[config.mk]
export PLATFORM = sky130hd
export DESIGN_NAME = dma_cmd_queue
export DESIGN_NICKNAME = d
export VERILOG_FILES = /design/src/rtl/dma_pkg.sv /design/src/rtl/dma_cmd_fifo.sv /design/src/rtl/dma_cmd_queue.sv
export SDC_FILE = /design/constraint.sdc
export NUM_CORES = 1
export LEC_CHECK = 0
export BUFFER_PORTS_ARGS = -buffer_cell sky130_fd_sc_hd__buf_4
export CAP_MARGIN = 20
export CORE_MARGIN = 1.5
export CORE_UTILIZATION = 40
export DETAILED_ROUTE_END_ITERATION = 10
export MAX_ROUTING_LAYER = met4
export PLACE_DENSITY = 0.59
export SYNTH_ARGS = -nofsm -noshare
export SYNTH_HDL_FRONTEND = slang
export SYNTH_SLANG_ARGS = --single-unit
[constraint.sdc]
create_clock -name clk -period 4.5 [get_ports clk]
set_clock_uncertainty 0.1 [all_clocks]
set_input_delay 0 -clock clk [delete_from_list [all_inputs] [get_ports clk]]
set_output_delay 0 -clock clk [all_outputs]
set_load 0.02 [all_outputs]
[src/rtl/dma_pkg.sv]
// rtl/dma_pkg.sv - shared constants, state encoding and command record for the DMA command queue
package dma_pkg;

    // Largest transfer the downstream controller accepts, in bytes.
    localparam int unsigned MAX_LEN = 28;

    // Low address/length bits that must be zero for word alignment.
    localparam logic [1:0] ALIGN_MASK = 2'b11;

    typedef enum logic [1:0] {
        IDLE      = 2'd0,
        LAUNCH    = 2'd1,
        WAIT_DONE = 2'd2
    } dma_state_e;

    // Command record at the default 32-bit address / 5-bit length widths.
    typedef struct packed {
        logic [31:0] src;
        logic [31:0] dst;
        logic [4:0]  len;
    } dma_cmd_t;

    function automatic logic word_aligned(input logic [1:0] lsbs);
        return (lsbs & ALIGN_MASK) == 2'b00;
    endfunction

endpackage

[src/rtl/dma_cmd_fifo.sv]
// rtl/dma_cmd_fifo.sv - synchronous circular command FIFO with occupancy level and flush
//
// Ports:
//   clk, reset        rising-edge clock, synchronous active-high reset
//   push, push_data   write request; ignored when full or during flush
//   pop               read request; ignored when empty or during flush
//   flush             empties the FIFO next cycle (beats push and pop)
//   head_data         oldest entry (valid when !empty)
//   full, empty       occupancy flags
//   level             number of stored entries
module dma_cmd_fifo #(
    parameter int DEPTH  = 4,
    parameter int DATA_W = 69
) (
    input  logic                     clk,
    input  logic                     reset,
    input  logic                     push,
    input  logic [DATA_W-1:0]        push_data,
    input  logic                     pop,
    input  logic                     flush,
    output logic [DATA_W-1:0]        head_data,
    output logic                     full,
    output logic                     empty,
    output logic [$clog2(DEPTH):0]   level
);

    localparam int PTR_W = $clog2(DEPTH);
    localparam int LVL_W = PTR_W + 1;

    logic [DATA_W-1:0] mem_q [DEPTH];
    logic [PTR_W-1:0]  wr_ptr_q, wr_ptr_d;
    logic [PTR_W-1:0]  rd_ptr_q, rd_ptr_d;
    logic [LVL_W-1:0]  level_q, level_d;
    logic              push_ok;
    logic              pop_ok;

    assign full      = (level_q == LVL_W'(DEPTH));
    assign empty     = (level_q == '0);
    assign level     = level_q;
    assign head_data = mem_q[rd_ptr_q];

    assign push_ok = push & ~full & ~flush;
    assign pop_ok  = pop & ~empty & ~flush;

    // DEPTH is a power of two, so pointer increment wraps DEPTH-1 -> 0 naturally.
    always_comb begin
        wr_ptr_d = wr_ptr_q;
        rd_ptr_d = rd_ptr_q;
        level_d  = level_q;
        if (flush) begin
            wr_ptr_d = '0;
            rd_ptr_d = '0;
            level_d  = '0;
        end else begin
            if (push_ok) begin
                wr_ptr_d = wr_ptr_q + PTR_W'(1);
            end
            if (pop_ok) begin
                rd_ptr_d = rd_ptr_q + PTR_W'(1);
            end
            case ({push_ok, pop_ok})
                2'b10:   level_d = level_q + LVL_W'(1);
                2'b01:   level_d = level_q - LVL_W'(1);
                default: level_d = level_q;
            endcase
        end
    end

    always_ff @(posedge clk) begin
        if (reset) begin
            wr_ptr_q <= '0;
            rd_ptr_q <= '0;
            level_q  <= '0;
        end else begin
            wr_ptr_q <= wr_ptr_d;
            rd_ptr_q <= rd_ptr_d;
            level_q  <= level_d;
        end
    end

    // Storage needs no reset: level gates every read of it.
    always_ff @(posedge clk) begin
        if (push_ok) begin
            mem_q[wr_ptr_q] <= push_data;
        end
    end

endmodule

[src/rtl/dma_cmd_queue.sv]
// rtl/dma_cmd_queue.sv - validating descriptor queue that launches commands into dma_controller
//
// Ports:
//   clk, reset                 rising-edge clock, synchronous active-high reset
//   cmd_valid/cmd_ready        host command handshake (ready = queue not full)
//   cmd_src/cmd_dst/cmd_len    command operands
//   flush                      drop all queued (not in-flight) commands
//   trigger                    1-cycle launch pulse
//   source_address, destination_add, length
//                              operands, updated only when a launch starts
//   done                       controller completion (level or pulse; rising edge used)
//   busy                       transfer launching or in flight
//   level                      queued entry count
//   err_cmd                    1-cycle pulse after an illegal command is accepted
//   err_timeout                1-cycle pulse after a transfer is abandoned
//   done_count                 completed transfers, wraps at 2^16
module dma_cmd_queue #(
    parameter int DEPTH       = 4,
    parameter int ADDR_W      = 32,
    parameter int LEN_W       = 5,
    parameter int TIMEOUT_CYC = 1024
) (
    input  logic                     clk,
    input  logic                     reset,
    input  logic                     cmd_valid,
    output logic                     cmd_ready,
    input  logic [ADDR_W-1:0]        cmd_src,
    input  logic [ADDR_W-1:0]        cmd_dst,
    input  logic [LEN_W-1:0]         cmd_len,
    input  logic                     flush,
    output logic                     trigger,
    output logic [ADDR_W-1:0]        source_address,
    output logic [ADDR_W-1:0]        destination_add,
    output logic [LEN_W-1:0]         length,
    input  logic                     done,
    output logic                     busy,
    output logic [$clog2(DEPTH):0]   level,
    output logic                     err_cmd,
    output logic                     err_timeout,
    output logic [15:0]              done_count
);

    import dma_pkg::*;

    localparam int CMD_W = 2 * ADDR_W + LEN_W;
    localparam int TMR_W = $clog2(TIMEOUT_CYC);
    localparam logic [TMR_W-1:0] TMR_LAST = TMR_W'(TIMEOUT_CYC - 1);

    localparam logic [1:0] S_IDLE   = IDLE;
    localparam logic [1:0] S_LAUNCH = LAUNCH;
    localparam logic [1:0] S_WAIT   = WAIT_DONE;

    logic             fifo_full;
    logic             fifo_empty;
    logic [CMD_W-1:0] head;
    logic             cmd_fire;
    logic             cmd_legal;
    logic             push;
    logic             pop;
    logic             done_rise;

    logic [1:0]        state_q, state_d;
    logic [ADDR_W-1:0] src_q, src_d;
    logic [ADDR_W-1:0] dst_q, dst_d;
    logic [LEN_W-1:0]  len_q, len_d;
    logic [TMR_W-1:0]  timer_q, timer_d;
    logic [15:0]       done_count_q, done_count_d;
    logic              trigger_q, trigger_d;
    logic              busy_q, busy_d;
    logic              err_cmd_q, err_cmd_d;
    logic              err_timeout_q, err_timeout_d;
    logic              done_q;

    assign cmd_ready = ~fifo_full;
    assign cmd_fire  = cmd_valid & cmd_ready;

    assign cmd_legal = (cmd_len != '0)
                     && word_aligned(cmd_len[1:0])
                     && (32'(cmd_len) <= MAX_LEN)
                     && word_aligned(cmd_src[1:0])
                     && word_aligned(cmd_dst[1:0]);

    // Illegal commands still complete the handshake; they are just never stored.
    assign push = cmd_fire & cmd_legal;

    // Flush wins over pop so a command being discarded is never launched.
    assign pop = (state_q == S_IDLE) & ~fifo_empty & ~flush;

    assign done_rise = done & ~done_q;

    dma_cmd_fifo #(
        .DEPTH  (DEPTH),
        .DATA_W (CMD_W)
    ) u_fifo (
        .clk       (clk),
        .reset     (reset),
        .push      (push),
        .push_data ({cmd_src, cmd_dst, cmd_len}),
        .pop       (pop),
        .flush     (flush),
        .head_data (head),
        .full      (fifo_full),
        .empty     (fifo_empty),
        .level     (level)
    );

    always_comb begin
        state_d       = state_q;
        src_d         = src_q;
        dst_d         = dst_q;
        len_d         = len_q;
        timer_d       = timer_q;
        done_count_d  = done_count_q;
        trigger_d     = 1'b0;
        err_timeout_d = 1'b0;
        err_cmd_d     = cmd_fire & ~cmd_legal;

        case (state_q)
            S_IDLE: begin
                if (pop) begin
                    src_d     = head[CMD_W-1 -: ADDR_W];
                    dst_d     = head[LEN_W +: ADDR_W];
                    len_d     = head[LEN_W-1:0];
                    trigger_d = 1'b1;
                    state_d   = S_LAUNCH;
                end
            end
            S_LAUNCH: begin
                // A done edge seen here belongs to no launch of ours; done_q still absorbs it.
                timer_d = '0;
                state_d = S_WAIT;
            end
            S_WAIT: begin
                if (done_rise) begin
                    done_count_d = done_count_q + 16'd1;
                    state_d      = S_IDLE;
                end else if (timer_q == TMR_LAST) begin
                    err_timeout_d = 1'b1;
                    state_d       = S_IDLE;
                end else begin
                    timer_d = timer_q + TMR_W'(1);
                end
            end
            default: begin
                state_d = S_IDLE;
            end
        endcase

        busy_d = (state_d != S_IDLE);
    end

    always_ff @(posedge clk) begin
        if (reset) begin
            state_q       <= S_IDLE;
            src_q         <= '0;
            dst_q         <= '0;
            len_q         <= '0;
            timer_q       <= '0;
            done_count_q  <= '0;
            trigger_q     <= 1'b0;
            busy_q        <= 1'b0;
            err_cmd_q     <= 1'b0;
            err_timeout_q <= 1'b0;
            done_q        <= 1'b0;
        end else begin
            state_q       <= state_d;
            src_q         <= src_d;
            dst_q         <= dst_d;
            len_q         <= len_d;
            timer_q       <= timer_d;
            done_count_q  <= done_count_d;
            trigger_q     <= trigger_d;
            busy_q        <= busy_d;
            err_cmd_q     <= err_cmd_d;
            err_timeout_q <= err_timeout_d;
            done_q        <= done;
        end
    end

    assign trigger         = trigger_q;
    assign busy            = busy_q;
    assign source_address  = src_q;
    assign destination_add = dst_q;
    assign length          = len_q;
    assign err_cmd         = err_cmd_q;
    assign err_timeout     = err_timeout_q;
    assign done_count      = done_count_q;

endmodule

==> results of run 1 <==
## flip-flops by register name (all words and copies together) (netlist names), 2 cells and up
register,flops
u_fifo.mem_q,276
destination_add,32
source_address,32
done_count,16
timer_q,10
length,5
u_fifo.level,3
state_q,2
u_fifo.rd_ptr_q,2
u_fifo.wr_ptr_q,2
## layout make-up
class	count	area, um^2
Fill cell	2920	16700
Sequential cell	385	10500
Multi-Input combinational cell	430	3470
Timing Repair Buffer	252	2130
Clock buffer	59	1160
Tap cell	455	569
Clock inverter	15	133
Inverter	10	38.8
Antenna cell	2	5.00
## cells by family after synthesis
kind of cell,synth area share
fa+ha+maj,0.00759
buf+inv,0.0174
xor+xnor,0.0161
simple gates,0.0776
compound gates,0.0313
mux,0.111
flops,0.739
## per-layer routing
layer | global-route usage | vias to the layer above | share of wire
met1 | 0.232 | 4040 | 0.46
li1 | - | 3754 | -
met3 | 0.0292 | 40 | 0.045
met2 | 0.274 | 188 | 0.48
met4 | 0.0412 | 0 | 0.017
met5 | - | - | 0
## stage by stage
| stage | utilization | hold WS, ns | area [um^2] | cells | power [uW] |
|---|---|---|---|---|---|
| finish | 0.518 | 0.124 | 18000 | 1608 | 7180 |
| global placement | 0.459 | 0.103 | 15900 | 1457 | 3980 |
| floorplan | - | -0.00113 | 14200 | 870 | 3890 |
| detailed placement | 0.459 | 0.107 | 15900 | 1457 | 3980 |
| global route | 0.518 | 0.111 | 18000 | 1608 | 7410 |
| CTS | 0.517 | 0.101 | 17900 | 1605 | 7250 |
## power by group
part | switching [uW] | internal, uW
clock | 1320 | 1910
combinational | 76.1 | 88.9
sequential | 0.909 | 3790
## timing repair
| item | CTS | global route |
|---|---|---|
| hold endpoints to repair | 347 | 0 |
| buffers inserted | 0 | 0 |
| hold buffers | 74 | 0 |
## critical path, cell delays in order
cell and delay [ns]:
dlygate4sd3_1 0.55, buf_4 0.16, nor4_1 0.51, o311ai_0 0.35
nor3_2 0.53, and2_4 0.65, buf_4 0.39
## final timing paths
| check | slack, ns | to | start | cells after the start |
|---|---|---|---|---|
| max | 1.44 | u_fifo.mem_q[2][48] | cmd_len[1] | 7 |
| min | 0.12 | u_fifo.mem_q[2][40] | cmd_src[3] | 2 |
| max reg2reg | 1.88 | u_fifo.level[2] | u_fifo.level[2] | 10 |
| min reg2reg | 0.35 | source_address[18] | source_address[18] | 2 |
## cells in the final DEF, fill, tap and decap left out, types with 4 or more instances in the layout
cell           instances
clkbuf_1              14
buf_4                174
clkbuf_16             43
ha_1                   7
edfxtp_1             276
nand3_1                8
nor4_1                 6
xnor2_1               13
xor2_1                13
nor2_1                38
mux4_2                69
clkinv_2               8
dlygate4sd3_1         74
and2_4                 4
dfxtp_1              107
nand2_1              154
a21oi_1               75
nand4_1                5
inv_1                  9
==> metrics.cfg, run 1 <==
[logic_synthesis]
synthArstFlopShare = 0
ys_ff_latch = 385
synth_commonest_cells = edfxtp_1, nand2_1, dfxtp_1
synth.most_common_cell = edfxtp_1
yosysSeqAreaShare = 0.739
synthDominantCellAreaShare = 0.585
synth_edf_count = 276
synthTopCellsByArea = edfxtp_1, dfxtp_1, mux4_2
synth_ff_type = edfxtp_1
yosysTopAreaCell = edfxtp_1
synthCells = 870
yosys_warnings = 0
synth_cell_type_count = 46
syn_area_mm2 = 0.0142
synth.avg_cell_area_um2 = 16.3
synthesis.nets = 952

[clocking]
root_buffer = clkbuf_16
ctsResizeCount = 0
htree_levels = 2
numClockSinks = 385
clk_latency_ns = 0.52
cts_tree = done
max-clock-path-buffers = 3
cts.clk_slew.worst_paths_ns = 0.06
numCtsBuffers = 40

[placed_design]
dp_slack_ns = 1.38
dp_hpwl_mm = 17.9
gp_congestion = 0.807
port_buffers = 166

[setup_path]
cp_max_fo = 38
arrival_ns = 3.16
cp-end-kind = flop
cp.required_ns = 4.60
cp-start-kind = primary input
critical_path_class = primary input to flop

[min_path]
hold_path_class = primary input to flop

[sta]
maxSlewViolCount = 0
finalSetupViolCount = 0
worst_slack_ns = 1.44
slew-limit-headroom = 0.379
worst_pin_slew_ns = 0.932
rsz0062_at_grt = false
tns_ns = 0
layout_min_cycle_time_ns = 3.06
hold_viol = 0
period_share = 0.679
clock.fmax_mhz = 327

[floorplan]
io_pins = 167
dieWidth_um = 191
fp.coreArea_mm2 = 0.0347
die_area_mm2 = 0.0366
die_h_um = 191
start_util = 0.408
row_count = 68

[pwr]
ir_drop_v = 0.000269
p_leak_uw = 0.00601
power.density_mw_per_mm2 = 399

[global_routing]
grt_max_degree = 73
grt_overflow_total = 0
grt_util_all_layers = 0.172
grt_pass1_wl_mm = 46.6
grt_pass1_vias = 8126
grt_antenna_before_repair = 2

[finish]
drive_gt1_frac = 0.282
nets = 1201
syn2layout_area_growth_pct = 26.9

[detailed_routing]
ant_nets = 0
dr.pass1.iters = 4
wl_per_cell_um = 18.8
route.detailed.drc = 0
drt_iter0_drc = 407
vias = 8022
via_per_inst = 4.99
routed_wl_mm = 30.2

[outcome]
status = complete, no violations

[run]
maxCapViolations = 0

Note: power is estimated with default switching activity, not from simulation.
==> run 2: changes to the inputs <==
- ABC_AREA: not set -> 1
- clock period: 4.5 -> 3.1 ns (I/O delays scaled with it)
==> run 2 against run 1 <==
  * Area after synthesis grew 4.1%
  * Total power increased by 45%
  * Sequential share of layout area shrank 1.5 points
  * Core utilization decreased by 1.1 points
  * Critical path depth up 5
  * Die area rose by 4.0%
  * Hold slack worse by 0.033 ns
  * Setup slack got worse by 0.77 ns
  * Critical endpoint is now u_fifo.level[2]
  * Largest cell class unchanged
==> metrics.cfg, run 2 <==
[finish]
largest-register = u_fifo.mem_q
largest_reg_flops = 276
nets = 1593
post-route-util = 0.507
syn2layout_area_growth_pct = 25.3
final_common_cell = nor2_1
n_fill_cell = 3226
drive_gt1_frac = 0.176
final_cell_mix = nor2_1, edfxtp_1, o21ai_0

[run]
maxCapViolations = 0

[logic_synthesis]
yosysSeqAreaShare = 0.710
synth_edf_count = 276
synth_commonest_cells = nor2_1, edfxtp_1, o21ai_0
synth_cell_type_count = 35
yosys_warnings = 0
synth_ff_type = edfxtp_1
yosysTopAreaCell = edfxtp_1
synthArstFlopShare = 0
synthCells = 1286
synthesis.nets = 1368
synth.most_common_cell = nor2_1
synthDominantCellAreaShare = 0.562
synthTopCellsByArea = edfxtp_1, dfxtp_1, nor2_1
synth.avg_cell_area_um2 = 11.5
syn_area_mm2 = 0.0147
ys_ff_latch = 385

[sta]
period_share = 0.782
finalSetupViolCount = 0
holdWs_ns = 0.0914
hold_viol = 0
layout_min_cycle_time_ns = 2.42
maxSlewViolCount = 0
slew-limit-headroom = 0.371
rsz0062_at_grt = false
worst_pin_slew_ns = 0.944
clock.fmax_mhz = 413

[pwr]
ir_drop_v = 0.000445
p_leak_uw = 0.00664
power.density_mw_per_mm2 = 566

[global_routing]
grt_max_degree = 141
grt_overflow_total = 0
grt_antenna_before_repair = 3
grt_util_all_layers = 0.187
grt_pass1_vias = 9744
grt_pass1_wl_mm = 53.6

[clocking]
numCtsBuffers = 41
htree_levels = 2
max-clock-path-buffers = 3
cts.clk_slew.worst_paths_ns = 0.06
numClockSinks = 385
ctsResizeCount = 0
clk_latency_ns = 0.55
cts_tree = done
root_buffer = clkbuf_16

[setup_path]
cp.required_ns = 3.43
critical_path_class = flop to flop
rr_endpoint = u_fifo.level[2]
cp-end-kind = flop
critical-path-top-delay-family = adder cells
cp_cell_sequence = inv_1 > nand3_1 > nand2_1 > nor3_2 > inv_1 > ha_1 > inv_1 > fa_1 > a21oi_1 > o21ai_0 > o21ai_0 > a21oi_1
slowest_stage = fa_1
critPathBufInv = 3
arrival_ns = 2.75
path_common_cell = inv_1
cp_slowest_stage_delay_ns = 0.37
r2r_slack_ns = 0.68
crit_cells = 12
cp-start-kind = flop
cp_max_fo = 6
reg2regPathDepth = 12
r2r-start = u_fifo.level[0]

[floorplan]
dieWidth_um = 195
start_util = 0.405
row_count = 70
io_pins = 167
fp.coreArea_mm2 = 0.0364
die_area_mm2 = 0.0380
die_h_um = 195

[min_path]
min_path_cells = 2
hold_path_class = primary input to flop
hold_start = cmd_dst[12]
holdPathEnd = u_fifo.mem_q[0][17]

[detailed_routing]
route.detailed.drc = 0
ant_nets = 0
vias = 10100
via_per_inst = 5.00
drt_iter0_drc = 472
wl_per_cell_um = 17.0
routed_wl_mm = 34.3
dr.pass1.iters = 4

[outcome]
status = complete, no violations

[placed_design]
gp_congestion = 0.781
port_buffers = 166
dp_hpwl_mm = 18.4

run 2: changes by cell type after synthesis, moves of 8 or more:
cell	previous run	this run
a21oi_1	75	23
o21ai_0	1	219
mux4_2	69	0
nand3_1	8	21
nand2_1	154	72
inv_1	9	39
a31oi_1	1	69
buf_4	7	15
nor2_1	38	327
xor2_1	13	3
xnor2_1	13	0
run 2: area by class of cell:
type	count	area, um^2	area share
diodes	3	7.51	0.000407
inverters	45	171	0.00928
multi-input cells	781	3750	0.203
well taps	468	586	0.0317
clock buffers	58	1130	0.0612
repair buffers	257	2190	0.119
flip-flops and latches	385	10500	0.567
clock inverters	18	154	0.00833
run 2: per-layer routing:
layer,share of wire,GRT usage,wire (um),vias up
li1,-,-,-,4966
met1,0.45,0.246,15500,4829
met2,0.47,0.299,16200,225
met3,0.053,0.0282,1800,48
met4,0.021,0.0580,728,0
met5,0,-,0,-
run 2: worst max path at each step:
stage                    endpoint            start  slack (ns)
6_report          u_fifo.level[2]  u_fifo.level[0]        0.68
5_1_grt           u_fifo.level[2]  u_fifo.level[0]        0.36
4_1_cts           u_fifo.level[2]  u_fifo.level[0]        0.66
2_1_floorplan  u_fifo.mem_q[0][0]  u_fifo.level[0]       -0.53
3_5_place_dp      u_fifo.level[2]  u_fifo.level[0]        0.67
3_3_place_gp      u_fifo.level[2]  u_fifo.level[0]        0.70
run 2: where the power goes:
group          total, uW  internal (uW)  switching, uW
logic                259            139            120
registers           5510           5510           3.12
clock network       4680           2720           1950
run 2: kinds of logic after synthesis:
logic type,share of synthesized area
compound gates,0.117
simple gates,0.126
xor+xnor,0.00178
buf+inv,0.0378
flops,0.710
fa+ha+maj,0.00730
run 2: per-stage QoR:
step / cell area [um^2] / std cells / setup TNS [ns] / setup slack [ns] / total power, uW
after floorplan: 14800 / 1286 / -147.21 / -0.533 / 5670
after detailed placement: 16400 / 1860 / 0 / 0.673 / 5800
after global routing: 18500 / 2015 / 0 / 0.364 / 10800
after global placement: 16400 / 1860 / 0 / 0.696 / 5800
after CTS: 18500 / 2012 / 0 / 0.662 / 10600
final: 18500 / 2015 / 0 / 0.677 / 10400
run 2: repair_timing:
action                                 4_1_cts  5_1_grt
endpoints found under the hold margin      309        0
setup endpoints to repair                    0        0
hold buffers                                76        0
buffers inserted                             0        0
